`src/rtl/nixie_scan_pkg.sv`:
```
// Shared types and helpers for the Nixie scan controller.
// Holds the FSM state enum, BCD/decimal widths and a highest-nonzero-digit helper.
package nixie_scan_pkg;

  typedef enum logic [1:0] {
    IDLE,
    BLANK,
    DRIVE
  } state_t;

  localparam int BCD_W = 4;
  localparam int DEC_W = 10;

  // Index of the highest nonzero BCD digit among the low n digits of d.
  // Returns 0 when every digit is zero, so digit 0 is always shown.
  function automatic logic [2:0] hi_nz(
    input logic [31:0] d,
    input int          n
  );
    logic [2:0] h;
    h = '0;
    for (int i = 0; i < 8; i++) begin
      if (i < n && d[i*BCD_W +: BCD_W] != '0) h = 3'(i);
    end
    return h;
  endfunction

endpackage

```
`src/rtl/bcd10_dec.sv`:
```
// Combinational BCD to one-of-ten decoder.
// Ports: bcd (4-bit code) -> dec (one-hot, bit k = decimal k), valid (0 for 10..15).
module bcd10_dec
  import nixie_scan_pkg::*;
(
  input  logic [BCD_W-1:0] bcd,
  output logic [DEC_W-1:0] dec,
  output logic             valid
);

  always_comb begin
    valid = (bcd < 4'd10);
    dec   = valid ? (DEC_W'(1) << bcd) : '0;
  end

endmodule

```
`src/rtl/nixie_scan_ctrl.sv`:
```
// Time-multiplexed scan controller for a multi-digit Nixie-style display.
// Ports: clk, rst_n (async low), enable, load_valid/load_data/load_ready,
//   err_clr in; anode (one-hot strobe), cathode (one-hot decimal),
//   frame_tick (commit pulse), err (sticky invalid-digit flag) out.
// Build option: define NIXIE_SCAN_LZB_EN for leading-zero blanking.
module nixie_scan_ctrl
  import nixie_scan_pkg::*;
#(
  parameter int NUM_DIGITS   = 4,
  parameter int PRESCALE     = 1000,
  parameter int BLANK_CYCLES = 16
) (
  input  logic                        clk,
  input  logic                        rst_n,
  input  logic                        enable,
  input  logic                        load_valid,
  input  logic [BCD_W*NUM_DIGITS-1:0] load_data,
  output logic                        load_ready,
  input  logic                        err_clr,
  output logic [NUM_DIGITS-1:0]       anode,
  output logic [DEC_W-1:0]            cathode,
  output logic                        frame_tick,
  output logic                        err
);

  localparam int DW = BCD_W * NUM_DIGITS;
  localparam int MX = (PRESCALE > BLANK_CYCLES)
                    ? PRESCALE : BLANK_CYCLES;
  localparam int CW = (MX > 1) ? $clog2(MX) : 1;
  localparam int IW = (NUM_DIGITS > 1)
                    ? $clog2(NUM_DIGITS) : 1;

  localparam logic [CW-1:0] P_END = CW'(PRESCALE - 1);
  localparam logic [CW-1:0] B_END = CW'(BLANK_CYCLES - 1);
  localparam logic [IW-1:0] I_END = IW'(NUM_DIGITS - 1);

  state_t          state, state_n;
  logic [IW-1:0]   idx, idx_n;
  logic [CW-1:0]   cnt, cnt_n;
  logic [DW-1:0]   disp, disp_n;
  logic [DW-1:0]   shadow, shadow_n;
  logic            pend, pend_n;
  logic            commit;
  logic            accept;

  logic [BCD_W-1:0]      digit;
  logic [DEC_W-1:0]      dec;
  logic                  dec_ok;
  logic                  show;
  logic                  drive;
  logic [NUM_DIGITS-1:0] anode_n;
  logic [DEC_W-1:0]      cathode_n;
  logic                  err_set;

  assign load_ready = !pend;
  assign accept     = load_valid && !pend;

  always_comb begin
    state_n = state;
    idx_n   = idx;
    cnt_n   = cnt;
    commit  = 1'b0;
    if (!enable) begin
      state_n = IDLE;
      idx_n   = '0;
      cnt_n   = '0;
      commit  = (state == IDLE) && pend;
    end else begin
      unique case (state)
        IDLE: begin
          state_n = BLANK;
          idx_n   = '0;
          cnt_n   = '0;
          commit  = pend;
        end
        BLANK: begin
          if (cnt == B_END) begin
            state_n = DRIVE;
            cnt_n   = '0;
          end else begin
            cnt_n = cnt + 1'b1;
          end
        end
        DRIVE: begin
          if (cnt == P_END) begin
            state_n = BLANK;
            cnt_n   = '0;
            if (idx == I_END) begin
              idx_n  = '0;
              commit = 1'b1;
            end else begin
              idx_n = idx + 1'b1;
            end
          end else begin
            cnt_n = cnt + 1'b1;
          end
        end
        default: begin
          state_n = IDLE;
          idx_n   = '0;
          cnt_n   = '0;
        end
      endcase
    end
  end

  // A load accepted on a commit edge survives the pend clear.
  always_comb begin
    disp_n   = commit ? shadow : disp;
    shadow_n = accept ? load_data : shadow;
    pend_n   = accept ? 1'b1 : (commit ? 1'b0 : pend);
  end

  // Outputs are decoded from next-state so they register
  // on the same edge the FSM changes slot.
  assign digit = disp_n[idx_n*BCD_W +: BCD_W];

  bcd10_dec u_dec (
    .bcd   (digit),
    .dec   (dec),
    .valid (dec_ok)
  );

`ifdef NIXIE_SCAN_LZB_EN
  assign show = int'(idx_n) <=
                int'(hi_nz(32'(disp_n), NUM_DIGITS));
`else
  assign show = 1'b1;
`endif

  always_comb begin
    drive     = (state_n == DRIVE) && show;
    anode_n   = drive ? (NUM_DIGITS'(1) << idx_n) : '0;
    cathode_n = drive ? dec : '0;
    err_set   = drive && !dec_ok;
  end

  always_ff @(posedge clk or negedge rst_n) begin
    if (!rst_n) begin
      state      <= IDLE;
      idx        <= '0;
      cnt        <= '0;
      disp       <= '0;
      shadow     <= '0;
      pend       <= 1'b0;
      anode      <= '0;
      cathode    <= '0;
      frame_tick <= 1'b0;
      err        <= 1'b0;
    end else begin
      state      <= state_n;
      idx        <= idx_n;
      cnt        <= cnt_n;
      disp       <= disp_n;
      shadow     <= shadow_n;
      pend       <= pend_n;
      anode      <= anode_n;
      cathode    <= cathode_n;
      frame_tick <= commit;
      err        <= err_set | (err & ~err_clr);
    end
  end

endmodule
```
`config.mk`:
```
export PLATFORM = sky130hd
export DESIGN_NAME = nixie_scan_ctrl
export DESIGN_NICKNAME = d
export VERILOG_FILES = /design/src/rtl/nixie_scan_pkg.sv /design/src/rtl/bcd10_dec.sv /design/src/rtl/nixie_scan_ctrl.sv
export SDC_FILE = /design/constraint.sdc
export NUM_CORES = 1
export LEC_CHECK = 0
export ABC_AREA = 1
export CAP_MARGIN = 0
export CORE_MARGIN = 5
export CORE_UTILIZATION = 45
export DETAILED_ROUTE_END_ITERATION = 12
export GPL_ROUTABILITY_DRIVEN = 0
export PLACE_DENSITY = 0.71
export SLEW_MARGIN = 20
export SYNTH_ARGS = -nofsm -noshare
export SYNTH_HDL_FRONTEND = slang
export SYNTH_SLANG_ARGS = --single-unit
```
`constraint.sdc`:
```
create_clock -name clk -period 2.45 [get_ports clk]
set_clock_uncertainty 0.05 [all_clocks]
set_input_delay 0.49 -clock clk [delete_from_list [all_inputs] [get_ports clk]]
set_output_delay 0.49 -clock clk [all_outputs]
set_load 0.02 [all_outputs]
```
==> out/qor.yml, run 1 <==
post-synth-top-area-cell: "dfrtp_1"
synth.avg_cell_area_um2: 9.086
antenna_cells: 0
power.total_mw: 3.249
htree_levels: 3
ios: 38
synth_seq_cells: 63
clock-sinks: 63
clkLatencyLatePin_ns: 0.34
die_w_um: 90.51
synth_edf_count: 0
cts_setup_buffers: 0
rsz0062_at_grt: "no"
firstDrtPassIters: 4
multi_input_area_um2: 1185
numCtsBuffers: 9
dp_hpwl_um: 4073
grt_max_degree: 64
drv_cap: 0
cts.reportedPaths.clkPinSlew_ns: 0.08
tightest_slew_ns: 0.3530
syn-instance-count: 321
status: "finished clean"
powerDensity_nw_per_um2: 903.2
ys_types: 31
fin_area_um2: 3597
drt-vias-per-instance: 4.789
ctsHoldBuffers: 0
synth_top_area_frac: 0.5405
synth_compound_area_frac: 0.02531
worstSetupPathType: "reg -> reg"
root_buffer: "clkbuf_8"
dp_cells: 435
grt_pass1_vias: 2260
die_h_um: 90.51
synthArstFlopShare: 1.000
dr.first_iter.drc_count: 76
synthAdderAreaFrac: 0.02574
layout.cells.non_filler: 451
yosys_warnings: 0
synth_top_family_by_area: "simple AND/OR/NAND/NOR gates"
finalCoreUtilization: 0.5698
ant_nets: 0
dpl_cell_area_um2: 3388
wl_um: 5577
area_growth_pct: 23.34
synth.area.top_cells: "dfrtp_1, nand2_1, nand3_1, nor2_1, mux2_2"
drive_gt1_frac: 0.1631
core_um2: 6314
wl_per_cell_um: 12.37
synthXorXnorAreaFrac: 0.01201
final-seq-area_um2: 1577
synth-main-ff-cell: "dfrtp_1"
grt-ovfl-total: 0
fmax_ghz: 0.4429
slew-limit-headroom: 0.7641
dr_total_vias: 2160
endpoint_kind: "register"
nets: 396
antenna_found_initial: 0
rows: 29
hold_violations: 0
grt_first_pass_wirelength_um: 10070
synth.area.mux_share: 0.04247
period_share: 0.9217
required_ns: 2.68
arrival_ns: 2.48
report.final.slew_viol_count: 0
p_leak_nw: 1.747
vdd_ir_drop_max_v: 0.0005216
initial_core_util: 0.4620
synth_fp_nets: 348
dieArea_um2: 8191
setup_viol: 0
synthSimpleGateAreaFrac: 0.2977
grt_use_total: 0.1518
critPathMaxFanout: 8
hp-class: "in -> async"
nFillCells: 592
syn_area_um2: 2917
cts_tree: "built"
io_buffers: 37
synthTopCellsByCount: "nand2_1, dfrtp_1, nor2_1"
cp-start-kind: "register"
yosysMostFrequentCell: "nand2_1"
timing.setup.tns_ns: 0
min_period_ns: 2.258
clock_path_buffers: 2
ys_seq_area_frac: 0.5405
drc: 0
cell families (layout without fill, tap and decap cells):
logic type               after synthesis  count (layout)
adder cells (fa/ha/maj)                6               6
multiplexers                          11              11
flip-flops                            63              63
AO/OA/AOI/OAI                         14              14
buffers and inverters                 36              89
XOR/XNOR                               4               4
AND/OR/NAND/NOR                      187             187
through the flow:
step	hold slack [ns]	worst slack (ns)
after floorplan	0.1444	0.5319
after global placement	0.4307	0.02677
final	0.08067	0.1919
after global routing	0.1253	0.002638
after CTS	0.09894	0.1322
after detailed placement	0.4249	0.02689
final timing paths:
| kind | startpoint | end | slack [ns] | cells past startpoint |
|---|---|---|---|---|
| setup / recovery | cnt[0] | cathode[6] | 0.19 | 13 |
| hold / removal | rst_n | shadow[6] | 0.08 | 2 |
| setup reg to reg | cnt[0] | cathode[6] | 0.19 | 13 |
| hold reg to reg | shadow[10] | disp[10] | 0.44 | 2 |
| max in group asynchronous | rst_n | shadow[15] | 1.97 | 2 |
| min in group clk | shadow[10] | disp[10] | 0.44 | 2 |
where the power goes:
part	total, mW	leakage [nW]	switching (mW)	internal (mW)
Sequential	1.42	0.799	0.104	1.31
Clock	0.893	0.0992	0.423	0.470
Combinational	0.940	0.848	0.537	0.403
Total	3.25	1.75	1.06	2.19
cell usage in the layout, fill, tap and decap left out, types with 3 or more instances in the layout:
| master | n |
|---|---|
| nor3_1 | 8 |
| clkbuf_8 | 9 |
| mux2_2 | 11 |
| inv_1 | 26 |
| a21oi_1 | 7 |
| clkinv_4 | 3 |
| nand3b_1 | 4 |
| nand3_1 | 30 |
| nor2_1 | 35 |
| nand2_2 | 14 |
| nand2_1 | 82 |
| dfrtp_1 | 63 |
| and2_1 | 4 |
| clkdlybuf4s50_1 | 36 |
| buf_4 | 6 |
| ha_1 | 6 |
| o21ai_0 | 5 |
state kept, by name, summed over array words and instances (netlist names):
name	cells
disp	16
pend	1
cathode	10
err	1
frame_tick	1
anode	4
cnt	10
shadow	16
state	2
idx	2
layout make-up:
cell class / count / share of cell area
Clock buffer: 9 / 0.03443
Clock inverter: 7 / 0.02052
Inverter: 29 / 0.03096
Multi-Input combinational cell: 222 / 0.3294
Sequential cell: 63 / 0.4383
Tap cell: 77 / 0.02678
Timing Repair Buffer: 44 / 0.1197
critical path, cell delays in order (launching register included):
cell and delay [ns]:
dfrtp_1 0.42, ha_1 0.19, nand2_1 0.15, nor2_4 0.21, nand2_2 0.11, a21oi_2 0.17, nand2_4 0.11, buf_4 0.17
nand3_1 0.08, nand2_1 0.06, nand2_1 0.09, and2_4 0.17, nand2_2 0.07, nor2_1 0.13
metal layers:
metal  global-route usage  vias up  routed length [um]
li1                     -     1121                   -
met1               0.1903      988                2676
met2               0.2397       39                2537
met3              0.03333       12                 247
met4              0.08809        0                 116
met5                    0        -                   0
what timing repair did:
| action | in CTS | in global routing |
|---|---|---|
| endpoints found under the setup margin | 0 | 7 |
| endpoints found under the hold margin | 0 | 0 |
| resized for setup | 0 | 3 |
Note: power is estimated with default switching activity, not from simulation.
==> run 2, diff against run 1 <==
--- a/config.mk
+++ b/config.mk
@@ -9,6 +9,7 @@
 export CAP_MARGIN = 0
 export CORE_MARGIN = 5
 export CORE_UTILIZATION = 45
+export CTS_CLUSTER_DIAMETER = 80
 export DETAILED_ROUTE_END_ITERATION = 12
 export GPL_ROUTABILITY_DRIVEN = 0
 export PLACE_DENSITY = 0.71
==> results of run 2 <==
Same layout as run 1: the final DEF is identical, and so are final timing and power.
==> run 3, diff against run 2 <==
--- a/config.mk
+++ b/config.mk
@@ -6,13 +6,16 @@
 export NUM_CORES = 1
 export LEC_CHECK = 0
 export ABC_AREA = 1
+export ABC_CLOCK_PERIOD_IN_PS = 2450
 export CAP_MARGIN = 0
+export CELL_PAD_IN_SITES_DETAIL_PLACEMENT = 0
+export CELL_PAD_IN_SITES_GLOBAL_PLACEMENT = 2
 export CORE_MARGIN = 5
-export CORE_UTILIZATION = 45
+export CORE_UTILIZATION = 34
 export CTS_CLUSTER_DIAMETER = 80
 export DETAILED_ROUTE_END_ITERATION = 12
 export GPL_ROUTABILITY_DRIVEN = 0
-export PLACE_DENSITY = 0.71
+export PLACE_DENSITY = 0.83
 export SLEW_MARGIN = 20
 export SYNTH_ARGS = -nofsm -noshare
 export SYNTH_HDL_FRONTEND = slang
==> out/qor.yml, run 3 (synthesis results as in run 1) <==
status: "finished clean"
hold_violations: 0  # unchanged
numCtsBuffers: 9  # unchanged
die_h_um: 102.6  # +13%
fmax_ghz: 0.4596  # +3.8%
antenna_cells: 0  # unchanged
cts.reportedPaths.clkPinSlew_ns: 0.08  # about the same
dieArea_um2: 10530  # +29%
ctsResizeCount: 0  # unchanged
cts_tree: "built"
rsz0062_at_grt: "no"
setup_viol: 0  # unchanged
endpoint_kind: "register"
drv_cap: 0  # unchanged
clock_path_buffers: 2  # unchanged
grt_pass1_vias: 2293  # +1.5%
ant_nets: 0  # unchanged
clkLatencyLatePin_ns: 0.34  # about the same
p_leak_nw: 1.763  # +0.94%
root_buffer: "clkbuf_8"
grt_use_total: 0.1323  # -0.01953
htree_levels: 3  # unchanged
ios: 38  # unchanged
dr.first_iter.drc_count: 67  # -12%
wl_um: 6118  # +9.7%
io_buffers: 37  # unchanged
finalCoreUtilization: 0.4407  # -0.1291
period_share: 0.8881  # -0.03358
dp_hpwl_um: 4500  # +10%
firstDrtPassIters: 4  # unchanged
grt-ovfl-total: 0  # unchanged
hp-class: "in -> async"
required_ns: 2.63  # -0.05 ns
path_cells: "ha_1 > nand2_2 > nor2_4 > nand2_2 > a21oi_2 > nand2_4 > buf_4 > nand3_1 > nand2_1 > nor2_2 > nand2_1 > nand2_1 > nand2_1"
cts_setup_buffers: 0  # unchanged
wl_per_cell_um: 12.75  # +3.1%
slew-limit-headroom: 0.6642  # -0.09990
nets: 397  # +0.25%
timing.setup.tns_ns: 0  # unchanged
area_growth_pct: 25.40
grt_max_degree: 28  # -56%
worstSetupPathType: "reg -> reg"
power.total_mw: 3.349  # +3.1%
core_um2: 8299  # +31%
layout_common_cells: "nand2_1, dfrtp_1, clkdlybuf4s50_1"
critPathMaxFanout: 8  # unchanged
report.final.slew_viol_count: 0  # unchanged
clock-sinks: 63  # unchanged
cp-start-kind: "register"
hold_slack_ns: 0.06514  # -0.01553 ns
vdd_ir_drop_max_v: 0.0005734  # +9.9%
drive_gt1_frac: 0.1680  # +0.004898
drt-vias-per-instance: 4.590  # -4.2%
dr_total_vias: 2203  # +2.0%
layout_commonest_cell: "nand2_1"
path_common_cell: "nand2_1"
powerDensity_nw_per_um2: 915.8  # +1.4%
grt_first_pass_wirelength_um: 10720  # +6.4%
ctsHoldBuffers: 0  # unchanged
dpl_cell_area_um2: 3418  # +0.89%
cpPeakStageDelay_ns: 0.41  # about the same
slowest_stage: "dfrtp_1"
min_period_ns: 2.176  # -0.08227 ns
drc: 0  # unchanged
die_w_um: 102.6  # +13%
fin_area_um2: 3657  # +1.7%
reg_top3: "disp x16, shadow x16"
antenna_found_initial: 0  # unchanged
tightest_slew_ns: 0.5037  # +0.1507 ns
initial_core_util: 0.3514  # -0.1105
rows: 33  # +14%
arrival_ns: 2.35  # -0.13 ns
[run 3: final cells by class]
cell class	count	area [um^2]
Tap cell	105	131.4
Inverter	29	116.4
Fill cell	839	4642
Sequential cell	63	1577
Clock inverter	6	85.08
Clock buffer	10	127.6
Multi-Input combinational cell	222	1195
Timing Repair Buffer	45	425.4
[run 3: path summary, 6_finish.rpt]
kind / from / endpoint / slack (ns) / depth (start not counted)
setup reg to reg: cnt[0] / err / 0.27 / 13
max in group asynchronous: rst_n / cnt[9] / 1.54 / 2
hold / removal: rst_n / shadow[1] / 0.07 / 1
min in group clk: shadow[15] / disp[15] / 0.46 / 2
setup / recovery: cnt[0] / err / 0.27 / 13
hold reg to reg: shadow[15] / disp[15] / 0.46 / 2
[run 3: metal layers]
metal	wire (um)	track usage
met5	0	0
met4	102	0.06357
met3	178	0.02639
met2	2838	0.2011
met1	3000	0.1807
[run 3: metrics by stage]
step | setup WS, ns | instances
detailed placement | 0.06088 | 464
CTS | 0.1341 | 480
floorplan | 0.5319 | 321
global placement | 0.07928 | 464
global route | 0.04601 | 480
finish | 0.2742 | 480
[run 3: worst max-delay path, delay by kind of cell (launching register included)]
kind                       cells  cell delay [ns]
buffers and inverters          1             0.17
and+or+nand+nor               10             1.03
AOI/OAI and AO/OA              1             0.19
adders and majority gates      1             0.21
DFF                            1             0.41
[run 3: power by group]
group	internal (mW)	switching, mW	total [mW]
clock	0.569	0.405	0.974
sequential	1.31	0.101	1.41
combinational	0.405	0.558	0.963
